## src/rtl/cpu_pkg.sv

```systemverilog
// cpu_pkg: shared pipeline types for the writeback stage.
//   ld_op_e   - 3-bit load operation encoding (also used by MEM store alignment)
//   DATA_W    - default register/data width
//   ADDR_W    - default register address width
//   wb_slot_t - contents of the single WB slot register
// Optional feature macro: WB_HILO_EN adds the HI/LO request fields to the slot.
package cpu_pkg;

    localparam int DATA_W = 32;
    localparam int ADDR_W = 5;

    typedef enum logic [2:0] {
        LD_NONE = 3'd0,
        LD_LB   = 3'd1,
        LD_LBU  = 3'd2,
        LD_LH   = 3'd3,
        LD_LHU  = 3'd4,
        LD_LW   = 3'd5,
        LD_LWL  = 3'd6,
        LD_LWR  = 3'd7
    } ld_op_e;

    typedef struct packed {
        logic              valid;
        logic              wreg;
        logic [ADDR_W-1:0] wd;
        logic [DATA_W-1:0] wdata;
        ld_op_e            ld_op;
        logic [1:0]        addr_lo;
        logic [DATA_W-1:0] rt;
`ifdef WB_HILO_EN
        logic              whilo;
        logic [DATA_W-1:0] hi;
        logic [DATA_W-1:0] lo;
`endif
    } wb_slot_t;

    // Sign-extend a byte to the data width.
    function automatic logic [DATA_W-1:0] sext8(input logic [7:0] b);
        return {{(DATA_W-8){b[7]}}, b};
    endfunction

    // Sign-extend a halfword to the data width.
    function automatic logic [DATA_W-1:0] sext16(input logic [15:0] h);
        return {{(DATA_W-16){h[15]}}, h};
    endfunction

endpackage

```

## src/rtl/wb_stage_if.sv

```systemverilog
// wb_stage_if: MEM->WB handshake and register-file write port bundle.
//   master : pipeline side (drives stall/flush and mem_* fields, reads write port)
//   slave  : wb_stage side (reads mem_* fields, drives we/waddr/wdata/wb_valid)
// Optional feature macro: WB_HILO_EN adds mem_whilo/mem_hi/mem_lo and hi_o/lo_o.
interface wb_stage_if #(
    parameter int DATA_W = 32,
    parameter int ADDR_W = 5
);
    logic                   stall_i;
    logic                   flush_i;
    logic                   mem_valid;
    logic                   mem_wreg;
    logic [ADDR_W-1:0]      mem_wd;
    logic [DATA_W-1:0]      mem_wdata;
    cpu_pkg::ld_op_e        mem_ld_op;
    logic [1:0]             mem_addr_lo;
    logic [DATA_W-1:0]      mem_rt;
`ifdef WB_HILO_EN
    logic                   mem_whilo;
    logic [DATA_W-1:0]      mem_hi;
    logic [DATA_W-1:0]      mem_lo;
    logic [DATA_W-1:0]      hi_o;
    logic [DATA_W-1:0]      lo_o;
`endif
    logic                   we;
    logic [ADDR_W-1:0]      waddr;
    logic [DATA_W-1:0]      wdata;
    logic                   wb_valid;

    modport master (
        output stall_i, flush_i, mem_valid, mem_wreg, mem_wd, mem_wdata,
               mem_ld_op, mem_addr_lo, mem_rt,
`ifdef WB_HILO_EN
        output mem_whilo, mem_hi, mem_lo,
        input  hi_o, lo_o,
`endif
        input  we, waddr, wdata, wb_valid
    );

    modport slave (
        input  stall_i, flush_i, mem_valid, mem_wreg, mem_wd, mem_wdata,
               mem_ld_op, mem_addr_lo, mem_rt,
`ifdef WB_HILO_EN
        input  mem_whilo, mem_hi, mem_lo,
        output hi_o, lo_o,
`endif
        output we, waddr, wdata, wb_valid
    );

endinterface

```

## src/rtl/wb_stage_load_align.sv

```systemverilog
// load_align: combinational load data alignment (little-endian).
//   ld_op   - load operation
//   addr_lo - byte offset of the access
//   mem     - raw loaded word (or ALU result for LD_NONE)
//   rt      - old rt value merged by LWL/LWR
//   wdata   - aligned, extended register write data
module load_align
    import cpu_pkg::*;
(
    input  ld_op_e            ld_op,
    input  logic [1:0]        addr_lo,
    input  logic [DATA_W-1:0] mem,
    input  logic [DATA_W-1:0] rt,
    output logic [DATA_W-1:0] wdata
);

    logic [7:0]  byte_s;
    logic [15:0] half_s;

    // Select the addressed byte and halfword; halfword ignores addr_lo[0].
    always_comb begin
        byte_s = mem[{addr_lo, 3'b000} +: 8];
        if (addr_lo[1]) begin
            half_s = mem[31:16];
        end else begin
            half_s = mem[15:0];
        end
    end

    // Per-op result; LWL/LWR merge memory bytes with rt by offset.
    always_comb begin
        wdata = mem;
        case (ld_op)
            LD_NONE: wdata = mem;
            LD_LB:   wdata = sext8(byte_s);
            LD_LBU:  wdata = {24'h00_0000, byte_s};
            LD_LH:   wdata = sext16(half_s);
            LD_LHU:  wdata = {16'h0000, half_s};
            LD_LW:   wdata = mem;
            LD_LWL: begin
                case (addr_lo)
                    2'd0:    wdata = {mem[7:0],  rt[23:0]};
                    2'd1:    wdata = {mem[15:0], rt[15:0]};
                    2'd2:    wdata = {mem[23:0], rt[7:0]};
                    2'd3:    wdata = mem;
                    default: wdata = mem;
                endcase
            end
            LD_LWR: begin
                case (addr_lo)
                    2'd0:    wdata = mem;
                    2'd1:    wdata = {rt[31:24], mem[31:8]};
                    2'd2:    wdata = {rt[31:16], mem[31:16]};
                    2'd3:    wdata = {rt[31:8],  mem[31:24]};
                    default: wdata = mem;
                endcase
            end
            default: wdata = mem;
        endcase
    end

endmodule

```

## src/rtl/wb_stage.sv

```systemverilog
// wb_stage: registered MEM->WB boundary and register-file write port.
//   clk   - pipeline clock
//   rst   - asynchronous reset, active-low
//   bus   - wb_stage_if.slave: stall/flush, mem_* capture fields,
//           we/waddr/wdata/wb_valid write port (also the WB forwarding source)
// Optional feature macro: WB_HILO_EN - owns the HI/LO register pair with
// bypassed hi_o/lo_o read outputs.
module wb_stage
    import cpu_pkg::*;
#(
    parameter int DATA_W = cpu_pkg::DATA_W,
    parameter int ADDR_W = cpu_pkg::ADDR_W
)(
    input  logic       clk,
    input  logic       rst,
    wb_stage_if.slave  bus
);

    wb_slot_t          slot_r;
    wb_slot_t          next_s;
    logic [DATA_W-1:0] aligned_s;
    logic [ADDR_W-1:0] waddr_s;

    // Gather the MEM-stage fields into the slot format.
    always_comb begin
        next_s         = '0;
        next_s.valid   = bus.mem_valid;
        next_s.wreg    = bus.mem_wreg;
        next_s.wd      = bus.mem_wd;
        next_s.wdata   = bus.mem_wdata;
        next_s.ld_op   = bus.mem_ld_op;
        next_s.addr_lo = bus.mem_addr_lo;
        next_s.rt      = bus.mem_rt;
`ifdef WB_HILO_EN
        next_s.whilo   = bus.mem_whilo;
        next_s.hi      = bus.mem_hi;
        next_s.lo      = bus.mem_lo;
`endif
    end

    // WB slot: flush beats stall; flush only needs to kill valid.
    always_ff @(posedge clk or negedge rst) begin
        if (!rst) begin
            slot_r <= '0;
        end else if (bus.flush_i) begin
            slot_r.valid <= 1'b0;
        end else if (bus.stall_i) begin
            slot_r <= slot_r;
        end else begin
            slot_r <= next_s;
        end
    end

    load_align u_align (
        .ld_op   (slot_r.ld_op),
        .addr_lo (slot_r.addr_lo),
        .mem     (slot_r.wdata),
        .rt      (slot_r.rt),
        .wdata   (aligned_s)
    );

    assign waddr_s      = slot_r.wd;
    assign bus.we       = slot_r.valid & slot_r.wreg;
    assign bus.waddr    = waddr_s;
    assign bus.wdata    = aligned_s;
    assign bus.wb_valid = slot_r.valid;

`ifdef WB_HILO_EN
    logic [DATA_W-1:0] hi_r;
    logic [DATA_W-1:0] lo_r;

    // HI/LO commit: a stalled slot keeps re-presenting, so commit waits.
    always_ff @(posedge clk or negedge rst) begin
        if (!rst) begin
            hi_r <= '0;
            lo_r <= '0;
        end else if (slot_r.valid & slot_r.whilo & !bus.stall_i) begin
            hi_r <= slot_r.hi;
            lo_r <= slot_r.lo;
        end else begin
            hi_r <= hi_r;
            lo_r <= lo_r;
        end
    end

    // Read bypass: an in-flight HI/LO write is visible before it commits.
    always_comb begin
        if (slot_r.valid & slot_r.whilo) begin
            bus.hi_o = slot_r.hi;
            bus.lo_o = slot_r.lo;
        end else begin
            bus.hi_o = hi_r;
            bus.lo_o = lo_r;
        end
    end
`endif

endmodule

```

## src/flat_wrapper.sv

```systemverilog
// flat-port wrapper written by rule: the top's interface ports become plain ports
module wb_stage_flat import cpu_pkg::*;
#(
    parameter int DATA_W = cpu_pkg::DATA_W,
    parameter int ADDR_W = cpu_pkg::ADDR_W
)
  (clk, rst, bus_stall_i, bus_flush_i, bus_mem_valid, bus_mem_wreg, bus_mem_wd, bus_mem_wdata, bus_mem_ld_op, bus_mem_addr_lo, bus_mem_rt, bus_we, bus_waddr, bus_wdata, bus_wb_valid);
  wb_stage_if #(.DATA_W(DATA_W), .ADDR_W(ADDR_W)) bus_i ();
  input  logic clk;
  input  logic rst;
  input wire logic [$bits(bus_i.stall_i)-1:0] bus_stall_i;
  input wire logic [$bits(bus_i.flush_i)-1:0] bus_flush_i;
  input wire logic [$bits(bus_i.mem_valid)-1:0] bus_mem_valid;
  input wire logic [$bits(bus_i.mem_wreg)-1:0] bus_mem_wreg;
  input wire logic [$bits(bus_i.mem_wd)-1:0] bus_mem_wd;
  input wire logic [$bits(bus_i.mem_wdata)-1:0] bus_mem_wdata;
  input wire logic [$bits(bus_i.mem_ld_op)-1:0] bus_mem_ld_op;
  input wire logic [$bits(bus_i.mem_addr_lo)-1:0] bus_mem_addr_lo;
  input wire logic [$bits(bus_i.mem_rt)-1:0] bus_mem_rt;
  output wire logic [$bits(bus_i.we)-1:0] bus_we;
  output wire logic [$bits(bus_i.waddr)-1:0] bus_waddr;
  output wire logic [$bits(bus_i.wdata)-1:0] bus_wdata;
  output wire logic [$bits(bus_i.wb_valid)-1:0] bus_wb_valid;
  assign bus_i.stall_i = bus_stall_i;
  assign bus_i.flush_i = bus_flush_i;
  assign bus_i.mem_valid = bus_mem_valid;
  assign bus_i.mem_wreg = bus_mem_wreg;
  assign bus_i.mem_wd = bus_mem_wd;
  assign bus_i.mem_wdata = bus_mem_wdata;
  assign bus_i.mem_ld_op = bus_mem_ld_op;
  assign bus_i.mem_addr_lo = bus_mem_addr_lo;
  assign bus_i.mem_rt = bus_mem_rt;
  assign bus_we = bus_i.we;
  assign bus_waddr = bus_i.waddr;
  assign bus_wdata = bus_i.wdata;
  assign bus_wb_valid = bus_i.wb_valid;
  wb_stage #(.DATA_W(DATA_W), .ADDR_W(ADDR_W)) u_core (.clk(clk), .rst(rst), .bus(bus_i));
endmodule
```

## config.mk

```make
export PLATFORM = sky130hd
export DESIGN_NAME = wb_stage_flat
export DESIGN_NICKNAME = d
export VERILOG_FILES = /design/src/rtl/cpu_pkg.sv /design/src/rtl/wb_stage_if.sv /design/src/rtl/wb_stage_load_align.sv /design/src/rtl/wb_stage.sv /design/src/flat_wrapper.sv
export SDC_FILE = /design/constraint.sdc
export NUM_CORES = 1
export LEC_CHECK = 0
export BUFFER_PORTS_ARGS = -buffer_cell sky130_fd_sc_hd__buf_2
export CAP_MARGIN = 20
export CELL_PAD_IN_SITES_DETAIL_PLACEMENT = 2
export CELL_PAD_IN_SITES_GLOBAL_PLACEMENT = 2
export CORE_MARGIN = 2
export CORE_UTILIZATION = 37
export CTS_BUF_LIST = sky130_fd_sc_hd__clkbuf_2 sky130_fd_sc_hd__clkbuf_4 sky130_fd_sc_hd__clkbuf_8
export DETAILED_ROUTE_END_ITERATION = 6
export PLACE_DENSITY = 0.88
export SLEW_MARGIN = 25
export SYNTH_ARGS = -nofsm -noshare
export SYNTH_HDL_FRONTEND = slang
export SYNTH_SLANG_ARGS = --single-unit
export TNS_END_PERCENT = 1
```

## constraint.sdc

```tcl
create_clock -name clk -period 5 [get_ports clk]
set_input_delay 0.25 -clock clk [delete_from_list [all_inputs] [get_ports clk]]
set_output_delay 0.25 -clock clk [all_outputs]
set_load 0.03 [all_outputs]
```

# Word-level counts from Yosys, hierarchy flattened

Index checks and enable logic that the tools add are counted.

Output and inout bits: 39
Logic and storage cells: 32
Register bits after elaboration: 76
Input bits: 80

Reductions and logical operators: 4
Equality and inequality tests: 11
Shift operators: 1
Bitwise gates (word level): 3
Multiplexer cells: 6

Operators by type and width:

| cell                 | count |
|---|---|
| $pmux W32 S4         | 2 |
| $pmux W32 S7         | 1 |
| $mux W76             | 1 |
| $shiftx A32 B6 Y8    | 1 |
| $mux W16             | 1 |
| $eq A3 B3 Y1 const B | 4 |
| $eq A3 B2 Y1 const B | 2 |
| $eq A2 B2 Y1 const B | 2 |
| $eq A3 B1 Y1 const B | 1 |
| $logic_not A3 Y1     | 1 |
| $eq A2 B1 Y1 const B | 1 |
| $logic_not A2 Y1     | 1 |
| $ne A2 B1 Y1 const B | 1 |
| $not A1 Y1           | 2 |
| $reduce_and A2 Y1    | 1 |
| $reduce_or A2 Y1     | 1 |
| $and A1 B1 Y1        | 1 |
| $mux W1              | 1 |

# Depth between registers and ports, before layout

Word-level depth: 3
Mapped depth: 7
Gate-level depth less buffers: 4

# By module

From an unflattened synthesis, not the netlist that was laid out.

Cells, all modules: 466
Area, all modules: 5230.0 um^2

Modules (own cells, without submodules):

| module     | cells each | instances | area each (um^2) |
|---|---|---|---|
| wb_stage   | 168        | 1         | 3138.0 |
| load_align | 298        | 1         | 2092.0 |

# Worst setup path before layout

OpenSTA, ideal clock, no wires.

Path type: register to output
Start: reg u_core.slot_r[32] (netlist name)
End: out bus_wdata[31]
Arrival time: 1830 ps
Slack: 2920 ps
Cell stages (with the launch flop): 6
Cell sequence: dfrtp_1 buf_2 buf_2 clkbuf_1 a22oi_1 o21ai_0

Word-level cells in the longest chain between the ends: 3
Elaborated cells on any way between the ends: 8
Classes of those cells: eq/ne: 3; shift: 1; mux: 3; reduce/logical: 1

RTL lines:

| what                                                                      | line                      | text |
|---|---|---|
| start: declaration                                                        | wb_stage.sv:19            | `wb_slot_t slot_r;` |
| start signal: assignment                                                  | wb_stage.sv:48            | `slot_r <= slot_r;` |
| start signal: assignment                                                  | wb_stage.sv:50            | `slot_r <= next_s;` |
| parallel branches: the longest is 2 deep, another holds $shiftx A32 B6 Y8 | --                        |  |
| $pmux W32 S7 *                                                            | wb_stage_load_align.sv:33 | `case (ld_op)` |
| end: declaration                                                          | flat_wrapper.sv:22        | `output wire logic [$bits(bus_i.wdata)-1:0] bus_wdata;` |

Mark *: on every way between the ends.

# Worst setup path in the final report

Start: reg u_core.slot_r[35] (netlist name)
End: out bus_wdata[5]

Word-level cells in the longest chain between the ends: 3
Elaborated cells on any way between the ends: 10
Classes of those cells: eq/ne: 7; mux: 1; reduce/logical: 2

RTL lines:

| what                                             | line |
|---|---|
| $eq A3 B3 Y1 or $logic_not A3 Y1 (tied branches) | wb_stage_load_align.sv:33 |
| $reduce_or A2 Y1 (no source line)                | -- |
| $pmux W32 S7 *                                   | wb_stage_load_align.sv:33 |

Mark *: on every way between the ends. The rest lies on a longest branch, timed or not.

==> run metrics <==
Pint=1.29 mW; CTS resizes=0; endpoint class of the critical path=primary output; max_cap viols=0; Switch Pwr=a little under 1 mW; number of clock sinks=76; CTS tree=yes; initial antenna violation count=0; DP Area=around 5300 um2; TritonCTS buffer count=9; CP Class=flip-flop to primary output; Die ar.=approximately 14000 um2; DR vias/cell=5.67; fin. max-slew vios=0; Sw Ratio=between 40% and 50%; syn_nets=approximately 550; clock skew=0 ns; Final Cell Area=5560 um2; period utilization=70.2%; Hold Vio Cnt, Final=0; Period minus WS final=between 3 and 4 ns; Clock power frac=about a fifth; clk_lat worst skew=0.38 ns; Avg Cell Area, Syn=roughly 10 um2; WHS=0.0624 ns; CTS H-tree depth=3; Slew Limit Headroom=39.7%; VDD IR-drop max=between 0.2 and 0.25 mV; worst min path class=primary input to flip-flop; P_leak=2.46 nW; outcome=finished, final reports clean; Boundary Pins=roughly 120; RSZ-0062 raised after global routing=no; Peak Freq=between 200 and 300 MHz; most frequent cells in the layout=117 x buf_2, 74 x dfrtp_1, 70 x mux2_2; Reg clk slew, reported paths=~0.080 ns; Placed Cells=between 700 and 800; routability congestion estimate=~0.85; vias in the first global route=roughly 4.8k; final setup fails=0; Final Non-Filler Cells=741; WL final=around 16000 um; power share of the combinational group=41.0%; port bufs=118; pre-CTS setup slack=around 1.9 ns; Initial Util=37.6%; final worst slack=approximately 1.5 ns; Die X=117 um; drt wl/cell=between 20 and 25 um; Iter 0 DRT Violations=186; Setup TNS=0 ns; Clock Tree Buf Depth=2; Async S/R FF share, synth=100%; pin count of the biggest net entering global routing=77; Synth Instances=approximately 470; GRT Util Overall=roughly 25%; share of layout cells above drive strength 1=about two fifths; Reg power frac=around 38%; CTS Root Cell=clkbuf_8; startpoint types=flip-flop; synth warn=0; grt ovf=0; Cell variety after synth=55; Chip Height=~120 um; Critical Path AT=between 3 and 4 ns; num rows=between 40 and 50; DP Wirelength=11300 um; post-synthesis cell area=~4700 um2; Final Util=between 40 and 50%; n_diodes=0; Synth Register Bits=76; first-pass GRT wire length=around 25000 um; DR vias=about 4.2k; Final Power=between 2 and 2.5 mW; crit-path max FO=27; ys flop type=dfrtp_1; DR DRC count=0; Area growth syn-to-layout=17.6%; EDFF count, synth=0; Initial DRT Pass Iterations=4; Worst Path Required=approximately 4.8 ns; most common cell after layout, fill and taps aside=buf_2; post-route ant nets=0; nets=approximately 640; sequential-to-total area share from yosys stat=between 40 and 50%; PwrDens=about 410 nW/um2; Least-Margin Pin Slew=between 0.9 and 1 ns; CORE AREA=12600 um2
-- synth_stat cells (2+ instances only) --
library cell	instances	share of area [%]
o22ai_1	2	0.26
nand3_1	12	1.3
nor2b_1	7	0.93
buf_2	21	2.2
o221ai_1	10	1.9
and2_1	2	0.26
o2bb2ai_1	5	0.93
clkbuf_1	12	0.95
inv_1	9	0.71
dfrtp_1	76	40
mux2_2	70	17
o21ai_0	35	3.7
a31oi_1	2	0.26
o211ai_1	7	1.1
and3_1	2	0.26
o32ai_1	2	0.37
mux2i_1	29	6.1
nor3_1	2	0.21
a211oi_1	2	0.32
a22oi_1	10	1.6
nor2_1	20	1.6
a21oi_1	39	4.1
nor3b_1	10	1.6
a221o_1	5	1.1
nand2_1	42	3.3
o22a_1	5	0.93
buf_4	8	1.3
-- sequential cells by signal, summed over array words and instances (netlist names) --
signal,count
u_core.bus.wb_valid,1
u_core.bus.waddr,5
u_core.slot_r,70
-- layout make-up --
cell class	count	area, um2
clock inverter	6	63.8
fill	1381	7010
clock buffer	10	131
tap	172	215
sequential	76	1910
timing repair buffer	122	629
multi-input combinational	346	2580
inverter	9	33.8
-- worst max-delay path: stages, from the launching register on --
cell	delay, ns
dfrtp_1	0.92
nand3b_1	0.74
a21oi_2	0.65
a22oi_1	0.15
o211ai_1	0.17
buf_2	0.24
-- logic make-up after synthesis --
| kind of cell | count (synthesis) | synth area share, % |
|---|---|---|
| buffers and inverters | 52 | 5.47 |
| DFF | 76 | 40.2 |
| muxes | 101 | 23.6 |
| xor gates and xnor gates | 1 | 0.344 |
| and+or+nand+nor | 109 | 11.7 |
| AOI/OAI and AO/OA | 135 | 18.6 |
-- path summary, 6_finish.rpt --
kind | slack (ns) | endpoint | depth (start not counted) | start
max in group asynchronous | 4.00 | u_core.slot_r[32] | 2 | rst
min in group asynchronous | 0.47 | u_core.slot_r[11] | 2 | rst
max | 1.49 | bus_wdata[5] | 5 | u_core.slot_r[35]
min | 0.06 | u_core.bus.wb_valid | 2 | bus_flush_i
min reg2reg | 0.51 | u_core.slot_r[74] | 1 | u_core.slot_r[74]
max reg2reg | 3.20 | u_core.slot_r[33] | 2 | u_core.slot_r[33]
-- repair_timing --
| action | CTS | global route |
|---|---|---|
| buffers inserted | 0 | 0 |
| hold buffers | 0 | 1 |
| endpoints found under the hold margin | 0 | 76 |
-- power by group through the flow --
stage / Sequential, mW / Clock, mW / Combinational (mW)
2_1_floorplan: 0.766 / 0 / 0.730
3_3_place_gp: 0.860 / 0 / 0.902
3_5_place_dp: 0.871 / 0 / 0.932
4_1_cts: 0.859 / 0.499 / 0.939
5_1_grt: 0.879 / 0.527 / 1.01
6_report: 0.859 / 0.482 / 0.932
-- layer usage --
layer | wire length [um] | share of wire [%] | vias to the layer above | global-route usage [%]
met2 | 8240 | 53 | 103 | 43.2
met4 | 355 | 2.3 | 0 | 7.45
li1 | - | - | 1932 | -
met1 | 6360 | 41 | 2145 | 29.6
met3 | 701 | 4.5 | 23 | 6.28
met5 | 0 | 0 | - | 0
Power figures use the tool's default switching activity.
